## src/rtl/reg_out_tx.sv

```systemverilog
// rtl/reg_out_tx.sv - OUT-instruction register capture and 8N1 UART transmitter with one-entry holding buffer
module reg_out_tx #(
    parameter int CLKS_PER_BIT = 87
) (
    input  logic       clock,
    input  logic       reset,
    input  logic       ena,
    input  logic [2:0] opcode,
    input  logic [7:0] R0_in,
    input  logic [7:0] R1_in,
    output logic       tx,
    output logic       busy,
    output logic       overrun,
    output logic [7:0] tx_count
);

    // Baud counter is just wide enough to hold CLKS_PER_BIT-1.
    localparam int BW = (CLKS_PER_BIT > 2) ? $clog2(CLKS_PER_BIT) : 1;
    localparam logic [BW-1:0] BAUD_LAST = BW'(CLKS_PER_BIT - 1);

    typedef enum logic [1:0] {
        S_IDLE,
        S_START,
        S_DATA,
        S_STOP
    } state_t;

    state_t          state_q, state_d;
    logic [BW-1:0]   baud_q, baud_d;
    logic [2:0]      bit_q, bit_d;
    logic [7:0]      shift_q, shift_d;
    logic            tx_q, tx_d;
    logic [7:0]      buf_q, buf_d;
    logic            buf_full_q, buf_full_d;
    logic            overrun_q, overrun_d;
    logic [7:0]      count_q, count_d;

    logic            req;
    logic [7:0]      req_byte;
    logic            baud_done;
    logic            frame_end;

    // Request decode: only OUT R0 / OUT R1 while the instruction strobe is high.
    always_comb begin
        req       = ena & ((opcode == 3'b100) | (opcode == 3'b101));
        req_byte  = opcode[0] ? R1_in : R0_in;
        baud_done = (baud_q == BAUD_LAST);
        frame_end = (state_q == S_STOP) & baud_done;
    end

    // State and datapath registers; reset aborts any frame immediately with tx high.
    always_ff @(posedge clock or negedge reset) begin
        if (!reset) begin
            state_q    <= S_IDLE;
            baud_q     <= '0;
            bit_q      <= 3'd0;
            shift_q    <= 8'h00;
            tx_q       <= 1'b1;
            buf_q      <= 8'h00;
            buf_full_q <= 1'b0;
            overrun_q  <= 1'b0;
            count_q    <= 8'h00;
        end else begin
            state_q    <= state_d;
            baud_q     <= baud_d;
            bit_q      <= bit_d;
            shift_q    <= shift_d;
            tx_q       <= tx_d;
            buf_q      <= buf_d;
            buf_full_q <= buf_full_d;
            overrun_q  <= overrun_d;
            count_q    <= count_d;
        end
    end

    // Next-state logic: frame sequencing, serial bit selection and holding-buffer management.
    always_comb begin
        state_d    = state_q;
        baud_d     = baud_q + BW'(1);
        bit_d      = bit_q;
        shift_d    = shift_q;
        tx_d       = tx_q;
        buf_d      = buf_q;
        buf_full_d = buf_full_q;
        overrun_d  = overrun_q;
        count_d    = count_q;

        case (state_q)
            S_IDLE: begin
                baud_d = '0;
                bit_d  = 3'd0;
                tx_d   = 1'b1;
                if (req) begin
                    shift_d = req_byte;
                    tx_d    = 1'b0;
                    state_d = S_START;
                end
            end
            S_START: begin
                if (baud_done) begin
                    baud_d  = '0;
                    bit_d   = 3'd0;
                    tx_d    = shift_q[0];
                    shift_d = {1'b0, shift_q[7:1]};
                    state_d = S_DATA;
                end
            end
            S_DATA: begin
                if (baud_done) begin
                    baud_d = '0;
                    if (bit_q == 3'd7) begin
                        tx_d    = 1'b1;
                        state_d = S_STOP;
                    end else begin
                        tx_d    = shift_q[0];
                        shift_d = {1'b0, shift_q[7:1]};
                        bit_d   = bit_q + 3'd1;
                    end
                end
            end
            S_STOP: begin
                if (baud_done) begin
                    baud_d  = '0;
                    count_d = count_q + 8'd1;
                    if (buf_full_q) begin
                        shift_d = buf_q;
                        tx_d    = 1'b0;
                        state_d = S_START;
                    end else if (req) begin
                        shift_d = req_byte;
                        tx_d    = 1'b0;
                        state_d = S_START;
                    end else begin
                        state_d = S_IDLE;
                    end
                end
            end
            default: begin
                state_d = S_IDLE;
                tx_d    = 1'b1;
            end
        endcase

        // While a frame is in flight, requests go to the buffer; at frame end a full
        // buffer drains into the shifter and the new request can refill it in the same cycle.
        if (state_q != S_IDLE) begin
            if (frame_end) begin
                if (buf_full_q) begin
                    buf_full_d = req;
                    if (req) begin
                        buf_d = req_byte;
                    end
                end
            end else if (req) begin
                if (!buf_full_q) begin
                    buf_d      = req_byte;
                    buf_full_d = 1'b1;
                end else begin
                    overrun_d  = 1'b1;
                end
            end
        end
    end

    // Outputs come straight from registers.
    always_comb begin
        tx       = tx_q;
        busy     = (state_q != S_IDLE) | buf_full_q;
        overrun  = overrun_q;
        tx_count = count_q;
    end

endmodule

```

## config.mk

```make
export PLATFORM = sky130hd
export DESIGN_NAME = reg_out_tx
export DESIGN_NICKNAME = d
export VERILOG_FILES = /design/src/rtl/reg_out_tx.sv
export SDC_FILE = /design/constraint.sdc
export NUM_CORES = 1
export LEC_CHECK = 0
export BUFFER_PORTS_ARGS = -buffer_cell sky130_fd_sc_hd__buf_2
export CAP_MARGIN = 0
export CORE_MARGIN = 2
export CORE_UTILIZATION = 40
export DETAILED_ROUTE_END_ITERATION = 8
export GPL_TIMING_DRIVEN = 0
export MAX_ROUTING_LAYER = met4
export PLACE_DENSITY = 0.68
export RECOVER_POWER = 100
export SYNTH_ARGS = -nofsm -noshare
export SYNTH_HDL_FRONTEND = slang
export SYNTH_SLANG_ARGS = --single-unit
```

## constraint.sdc

```tcl
create_clock -name clock -period 5.6 [get_ports clock]
set_input_delay 0.84 -clock clock [delete_from_list [all_inputs] [get_ports clock]]
set_output_delay 0.84 -clock clock [all_outputs]
set_load 0.01 [all_outputs]
```

### After elaboration in Yosys (flattened, before gate mapping)

Index checks and enable logic that the tools add are counted.

| storage, ports and cells | value |
|---|---|
| register bits after elaboration | 39 |
| output and inout bits | 11 |
| logic and storage cells | 84 |

| operators by class | value |
|---|---|
| $add $sub $neg | 3 |
| equality and inequality tests | 16 |
| multiplexer cells | 38 |
| bitwise operators | 5 |
| reduce and logical (&&, ||, !) cells | 13 |

Operator list:

| cell | number |
|---|---|
| $mux 8 | 12 |
| $pmux 8 s4 | 1 |
| $reduce_and 4->1 | 5 |
| $ne 2x2->1 const B | 7 |
| $pmux 7 s2 | 1 |
| $mux 1 | 12 |
| $mux 2 | 5 |
| $eq 3x3->1 const B | 3 |
| $mux 3 | 3 |
| $pmux 3 s3 | 1 |
| $add 8x1->8 const B | 1 |
| $pmux 2 s4 | 1 |
| $add 7x1->7 const B | 1 |
| $eq 7x7->1 const B | 1 |
| $mux 7 | 1 |
| $reduce_and 5->1 | 1 |
| $eq 2x2->1 const B | 2 |
| $pmux 1 s4 | 1 |
| $reduce_and 2->1 | 2 |
| $reduce_bool 2->1 | 2 |
| $add 3x1->3 const B | 1 |
| $ne 3x3->1 const B | 1 |
| $reduce_bool 3->1 | 1 |
| $reduce_or 3->1 | 1 |
| other kinds (6) | 8 |

### Logic depth before layout (Yosys ltp)

Gate-level depths: netlist of the first run.

| logic depth | value |
|---|---|
| depth after elaboration | 7 |
| mapped depth | 10 |
| gate-level depth less buffers | 9 |

### Least setup slack after synthesis of the first run

Ideal clock, no wire load.

| timing | value |
|---|---|
| path type | register to register |
| from | register baud_q[0] |
| to | register buf_q[4] |
| library setup time | 0.136 ns |
| data arrival time | 2.011 ns |
| data required time | 5.464 ns |
| setup slack | 3.453 ns |
| stages on the path, launching flop included | 10 |
| path buffers | 1 |
| cells stage by stage | dfrtp_1 -> inv_1 -> ha_1 -> nand2_1 -> nor3_2 -> inv_1 -> ha_1 -> nand2_1 -> clkbuf_1 -> o21ai_0 |

| between the ends | value |
|---|---|
| word-level cells in the longest chain between the ends | 4 |

RTL lines:

| item | RTL line | source |
|---|---|---|
| start: declaration | 29 | `logic [BW-1:0] baud_q, baud_d;` |
| start signal: assignment | 65 | `baud_q <= baud_d;` |
| $eq 7x7->1 (*) | 47 | `baud_done = (baud_q == BAUD_LAST);` |
| $and 1x1->1 (*) | 48 | `frame_end = (state_q == S_STOP) & baud_done;` |
| $ne 2x1->1 (no line) / $ne 2x2->1 (equally long branches) | -- |  |
| $reduce_and 4->1 (no line) | -- |  |
| end signal: assignment | 69 | `buf_q <= buf_d;` |
| end: declaration | 33 | `logic [7:0] buf_q, buf_d;` |

Every way passes the cells marked *; elsewhere a longest branch is shown, timed or not.
A chain may end at the register's enable or synchronous reset.

### Worst setup path in the final report of the first run

| timing | value |
|---|---|
| from | register state_q[0] |
| to | register shift_q[1] |

| between the ends | value |
|---|---|
| word-level cells in the longest chain between the ends | 3 |

RTL lines:

| item | RTL line | source |
|---|---|---|
| start: declaration | 28 | `state_t state_q, state_d;` |
| start signal: assignment | 64 | `state_q <= state_d;` |
| $eq 2x2->1 / $eq 2x1->1 (equally long branches) | 88 | `case (state_q)` |
| $ne 2x2->1 (no line) | -- |  |
| $reduce_and 4->1 (no line) | -- |  |
| end signal: assignment | 67 | `shift_q <= shift_d;` |
| end: declaration | 31 | `logic [7:0] shift_q, shift_d;` |

Parallel ways exist; a longest one is shown, timed or not.

==> results of run 1 <==
path summary, 6_finish.rpt:
path | startpoint | end | depth (start not counted)
min in group asynchronous | reset | baud_q[3] | 1
max in group asynchronous | reset | shift_q[1] | 1
setup / recovery | state_q[0] | shift_q[1] | 6
hold reg to reg | overrun | overrun | 1
hold / removal | overrun | overrun | 1
setup reg to reg | state_q[0] | shift_q[1] | 6
final cells by class:
class                   count  area (um^2)  share of cell area [%]
plain buffers               6        23.77                  0.9891
flip-flops and latches     39        977.2                   40.66
multi-input cells         145         1033                   43.00
clock inverters             2        35.03                   1.458
well taps                  70        87.58                   3.644
inverters                   6        22.52                  0.9370
clock buffers               6        82.58                   3.436
repair buffers             31        141.4                   5.882
sequential cells by signal, summed over array words and instances (netlist names):
register / cells
baud_q: 7
shift_q: 8
state_q: 2
tx_count: 8
bit_q: 3
buf_q: 8
tx: 1
overrun: 1
buf_full_q: 1
power by group through the flow:
stage	sequential (W)	clock [W]	combinational, W
after CTS	0.000375	0.000251	0.000373
final	0.000375	0.000243	0.000353
after global placement	0.000379	0	0.000366
after floorplan	0.000373	0	0.000287
after detailed placement	0.000380	0	0.000369
after global routing	0.000381	0.000261	0.000396
worst reg2reg max path, cell delays in order, from the launching register on:
cell and delay (ps):
dfrtp_1 430, inv_1 110, ha_1 290, and2_2 210, o31ai_1 930, nand2_1 440
a22o_1 360
kinds of logic after synthesis:
logic type	synth area share (%)
simple gates	15.27
compound gates	16.83
flops	46.77
xor+xnor	5.449
mux	6.527
buf+inv	2.574
fa+ha+maj	6.587
routing by layer:
metal	routed length [um]	track usage, %	part of all wire (%)	up-vias
met5	0	-	0	-
met4	72	6.364	1.7	0
met3	138	3.673	3.3	7
met1	1986	20.31	48	750
met2	1946	23.63	47	22
li1	-	-	-	786
layout by cell type (no fill, tap or decap), drive strengths merged, types with 2 or more instances in the layout:
master and count:
a21o 2, a21oi 3, a22o 10, a22oi 7, a31oi 3, and2 2
and3 3, and4 2, buf 22, clkbuf 21, dfrtp 38, ha 11
inv 6, mux2 5, mux2i 8, nand2 19, nand2b 2, nand3 5
nand4 2, nor2 12, nor3 2, o21ai 16, o22ai 8, xnor2 9
xor2 4
metrics by stage:
step,utilization [%],cells,power (W)
after floorplan,-,196,0.0006597
after global placement,45.96,297,0.0007444
after detailed placement,45.96,297,0.0007491
after CTS,48.27,305,0.0009987
after global routing,47.36,305,0.001038
final,47.36,305,0.0009715
==> flow_metrics.env, run 1 <==
export IMPL_syn2layout_area_growth_pct=15.03
export IMPL_cts_num_sinks=39
export IMPL_slowest_stage="o31ai_1"
export IMPL_critPathTopFamily="compound AO/OA/AOI/OAI gates"
export IMPL_htreeDepth=2
export IMPL_cp_required_ps=5780
export IMPL_ys_seq_area_share_pct=46.77
export IMPL_hold_path_class="flop to flop"
export IMPL_syn_num_nets=229
export IMPL_cp_cell_sequence="inv_1 > ha_1 > and2_2 > o31ai_1 > nand2_1 > a22o_1"
export IMPL_via_count=1565
export IMPL_postCtsSetupBuffers=0
export IMPL_finalSetupViolCount=0
export IMPL_drive_above_1_share_pct=17.45
export IMPL_tritoncts="built"
export IMPL_vias_per_cell=5.131
export IMPL_cts_resized=0
export IMPL_io_buffers=31
export IMPL_fillers=512
export IMPL_max_freq_mhz=345.4
export IMPL_cap_violations=1
export IMPL_startpoint_type="flop"
export IMPL_tightest_slew_ps=2076
export IMPL_synth_enable_flop_cells=0
export IMPL_overflow=0
export IMPL_syn_area_um2=2090
export IMPL_drc=0
export IMPL_layout_setup_ws_ps=2705
export IMPL_first_global_vias=1512
export IMPL_core_area_um2=5075
export IMPL_synthTopCellsByCount="dfrtp_1 (38), nand2_1 (18), o21ai_0 (14)"
export IMPL_ys_flop_type="dfrtp_1"
export IMPL_whs_ps=477.7
export IMPL_violations="capacitance limit, slew limit"
export IMPL_yosysUniqueCellTypes=43
export IMPL_period_minus_slack_ps=2895
export IMPL_ctsHoldBuffers=0
export IMPL_path_class="flop to flop"
export IMPL_drtIter0Drc=75
export IMPL_synthTopCellsByArea="dfrtp_1 (46%), ha_1 (6.6%), a22o_1 (4.2%)"
export IMPL_synthDominantCellAreaShare_pct=45.51
export IMPL_dr_pass1_iters=4
export IMPL_clk_pin_slew_worst_paths_ps=70
export IMPL_status="complete, but fails checks"
export IMPL_antenna_found_initial=0
export IMPL_rows=26
export IMPL_fin_area_um2=2404
export IMPL_die_area_um2=5818
export IMPL_syn_area_per_cell_um2=10.66
export IMPL_p_leak_nw=1.112
export IMPL_grt_pass1_wl_mm=7.113
export IMPL_die_h_um=76.28
export IMPL_final_nets=267
export IMPL_synthArstFlopShare_pct=100.0
export IMPL_numCtsBuffers=5
export IMPL_pwr_share_comb_pct=36.3
export IMPL_max_slew_margin_pct=-38.42
export IMPL_clock_latency_ps=290
export IMPL_die_x_um=76.28
export IMPL_placed_area_um2=2332
export IMPL_synth_cells=196
export IMPL_grt_max_degree=40
export IMPL_dp_slack_ps=2989
export IMPL_place_gp_congestion=0.8424
export IMPL_p_seq_share_pct=38.6
export IMPL_p_per_area_nw_per_um2=404.2
export IMPL_synth_most_common_cell="dfrtp_1"
export IMPL_n_antenna_cell=0
export IMPL_final_period_utilization_pct=51.69
export IMPL_ys_ff_latch=39
export IMPL_final_max_slew_violation_count=40
export IMPL_track_usage_pct=15.62
export IMPL_vdd_ir_drop_max_uv=189.3
export IMPL_finClkSkew_ps=3.936
export IMPL_clockRootBuffer="clkbuf_8"
export IMPL_sw_frac_of_total_pct=35.86
export IMPL_cp_max_fo=10
export IMPL_tns_ps=0
export IMPL_reg2reg_slack_ps=2710
export IMPL_crit_path_end_kind="flop"
export IMPL_io_pins=33
export IMPL_wl_per_cell_um=13.59
export IMPL_ant_nets=0
export IMPL_clkPwrFrac_pct=25.0
export IMPL_arrival_ps=3070
export IMPL_ys_warn_count=0
export IMPL_crit_buf_inv=1
export IMPL_routed_wl_mm=4.144
export IMPL_intPower_w=0.0006231
export IMPL_hpwl_mm=2.979
export IMPL_slowest_delay_ps=930
export IMPL_start_util_pct=41.17
export IMPL_switchingPower_w=0.0003484
export IMPL_hold_viol=0
export IMPL_rsz0062_at_grt="false"
export IMPL_cts_buffer_depth=2
export IMPL_synth_top_area_cell="dfrtp_1"
(Power assumes the default switching activity.)
==> run 2: changes to the inputs <==
--- a/config.mk
+++ b/config.mk
@@ -12,7 +12,7 @@
 export DETAILED_ROUTE_END_ITERATION = 8
 export GPL_TIMING_DRIVEN = 0
 export MAX_ROUTING_LAYER = met4
-export PLACE_DENSITY = 0.68
+export PLACE_DENSITY = 0.7
 export RECOVER_POWER = 100
 export SYNTH_ARGS = -nofsm -noshare
 export SYNTH_HDL_FRONTEND = slang
==> constraint.sdc (replaced) <==
create_clock -name clock -period 2.6 [get_ports clock]
set_input_delay 0.39 -clock clock [delete_from_list [all_inputs] [get_ports clock]]
set_output_delay 0.39 -clock clock [all_outputs]
set_load 0.01 [all_outputs]
==> flow_metrics.env, run 2 (synthesis results as in run 1) <==
export IMPL_start_util_pct=41.17
export IMPL_crit_path_end_kind="flop"
export IMPL_grt_pass1_wl_mm=7.189
export IMPL_cts_buffer_depth=2
export IMPL_tightest_slew_ps=2063
export IMPL_max_freq_mhz=425.0
export IMPL_clock_latency_ps=290
export IMPL_routed_wl_mm=4.168
export IMPL_drc=0
export IMPL_tritoncts="built"
export IMPL_final_period_utilization_pct=90.50
export IMPL_ant_nets=0
export IMPL_layout_common_cells="dfrtp_1 (38), buf_2 (21), nand2_1 (18)"
export IMPL_dr_pass1_iters=4
export IMPL_arrival_ps=2530
export IMPL_hold_start="R0_in[5]"
export IMPL_die_area_um2=5818
export IMPL_rsz0062_at_grt="false"
export IMPL_final_nets=267
export IMPL_rows=26
export IMPL_layout_commonest_cell="dfrtp_1"
export IMPL_die_x_um=76.28
export IMPL_io_pins=33
export IMPL_critPathLaunch="state_q[0]"
export IMPL_clk_pin_slew_worst_paths_ps=80
export IMPL_htreeDepth=2
export IMPL_io_buffers=31
export IMPL_whs_ps=420.7
export IMPL_max_slew_margin_pct=-37.52
export IMPL_antenna_found_initial=0
export IMPL_path_class="flop to flop"
export IMPL_via_count=1577
export IMPL_die_h_um=76.28
export IMPL_ctsHoldBuffers=0
export IMPL_hold_viol=0
export IMPL_core_area_um2=5075
export IMPL_postCtsSetupBuffers=0
export IMPL_fin_area_um2=2387
export IMPL_vias_per_cell=5.170
export IMPL_drtIter0Drc=65
export IMPL_wl_per_cell_um=13.67
export IMPL_placed_area_um2=2332
export IMPL_grt_max_degree=40
export IMPL_cp_required_ps=2770
export IMPL_violations="capacitance limit, slew limit"
export IMPL_drive_above_1_share_pct=18.30
export IMPL_clockRootBuffer="clkbuf_8"
export IMPL_overflow=0
export IMPL_final_max_slew_violation_count=40
export IMPL_cts_num_sinks=39
export IMPL_hpwl_mm=3.044
export IMPL_hold_path_class="input pin to flop"
export IMPL_n_antenna_cell=0
export IMPL_tns_ps=0
export IMPL_finalSetupViolCount=0
export IMPL_p_per_area_nw_per_um2=829.0
export IMPL_place_gp_congestion=0.8507
export IMPL_fillers=498
export IMPL_cp_max_fo=10
export IMPL_p_leak_nw=1.109
export IMPL_startpoint_type="flop"
export IMPL_r2r_start="state_q[0]"
export IMPL_fin_util_pct=47.04
export IMPL_period_minus_slack_ps=2353
export IMPL_first_global_vias=1508
export IMPL_finClkSkew_ps=7.589
export IMPL_status="complete, but fails checks"
export IMPL_vdd_ir_drop_max_uv=343.5
export IMPL_syn2layout_area_growth_pct=14.25
export IMPL_numCtsBuffers=5
export IMPL_track_usage_pct=15.97
export IMPL_cap_violations=1
[run 2: cell count changes in the layout (fill, tap and decap cells not counted), sizes merged]
cell    before  now
clkbuf      21   22
bufinv       1    0
[run 2: worst max-delay path, stage by stage (launching register included)]
cell	delay [ps]
dfrtp_1	430
inv_1	110
ha_1	300
and2_2	220
o31ai_2	630
nand2_2	240
a22o_1	300
[run 2: worst paths after layout]
check	to	slack, ps	depth (start not counted)
min reg2reg	tx_count[7]	480	1
min	buf_q[5]	420	3
max in group asynchronous	baud_q[3]	730	1
max reg2reg	shift_q[2]	250	6
max	shift_q[2]	250	6
min in group asynchronous	state_q[0]	690	1
[run 2: where the power goes]
part           internal [W]  switching [W]  leakage, nW
combinational      0.000314       0.000462        0.553
sequential         0.000723      0.0000892        0.514
clock              0.000188       0.000203       0.0422
total               0.00123       0.000754         1.11
[run 2: through the flow]
| stage | setup WS, ps | power, W | cells |
|---|---|---|---|
| after global placement | 44.63 | 0.001604 | 297 |
| after detailed placement | 0.1332 | 0.001627 | 297 |
| after global routing | 50.54 | 0.002139 | 305 |
| after CTS | 128.5 | 0.002028 | 305 |
| after floorplan | 453.1 | 0.001421 | 196 |
| final | 246.9 | 0.001979 | 305 |
[run 2: layer usage]
layer,share of wire [%],global-route usage [%]
met1,47,20.74
met2,47,24.42
met3,3.9,3.791
met4,1.6,6.000
met5,0,-
[run 2: timing repair]
| item | CTS | global route |
|---|---|---|
| resized for setup | 1 | 2 |
| setup endpoints to repair | 2 | 8 |
| hold endpoints to repair | 0 | 0 |
[run 2: area by class of cell]
type / count / area, um^2 / share of cell area [%]
plain buffers: 6 / 25.02 / 1.048
clock buffers: 7 / 76.32 / 3.197
clock inverters: 1 / 5.005 / 0.2096
inverters: 6 / 22.52 / 0.9434
multi-input cells: 145 / 1052 / 44.08
flip-flops and latches: 39 / 977.2 / 40.93
well taps: 70 / 87.58 / 3.669
repair buffers: 31 / 141.4 / 5.922
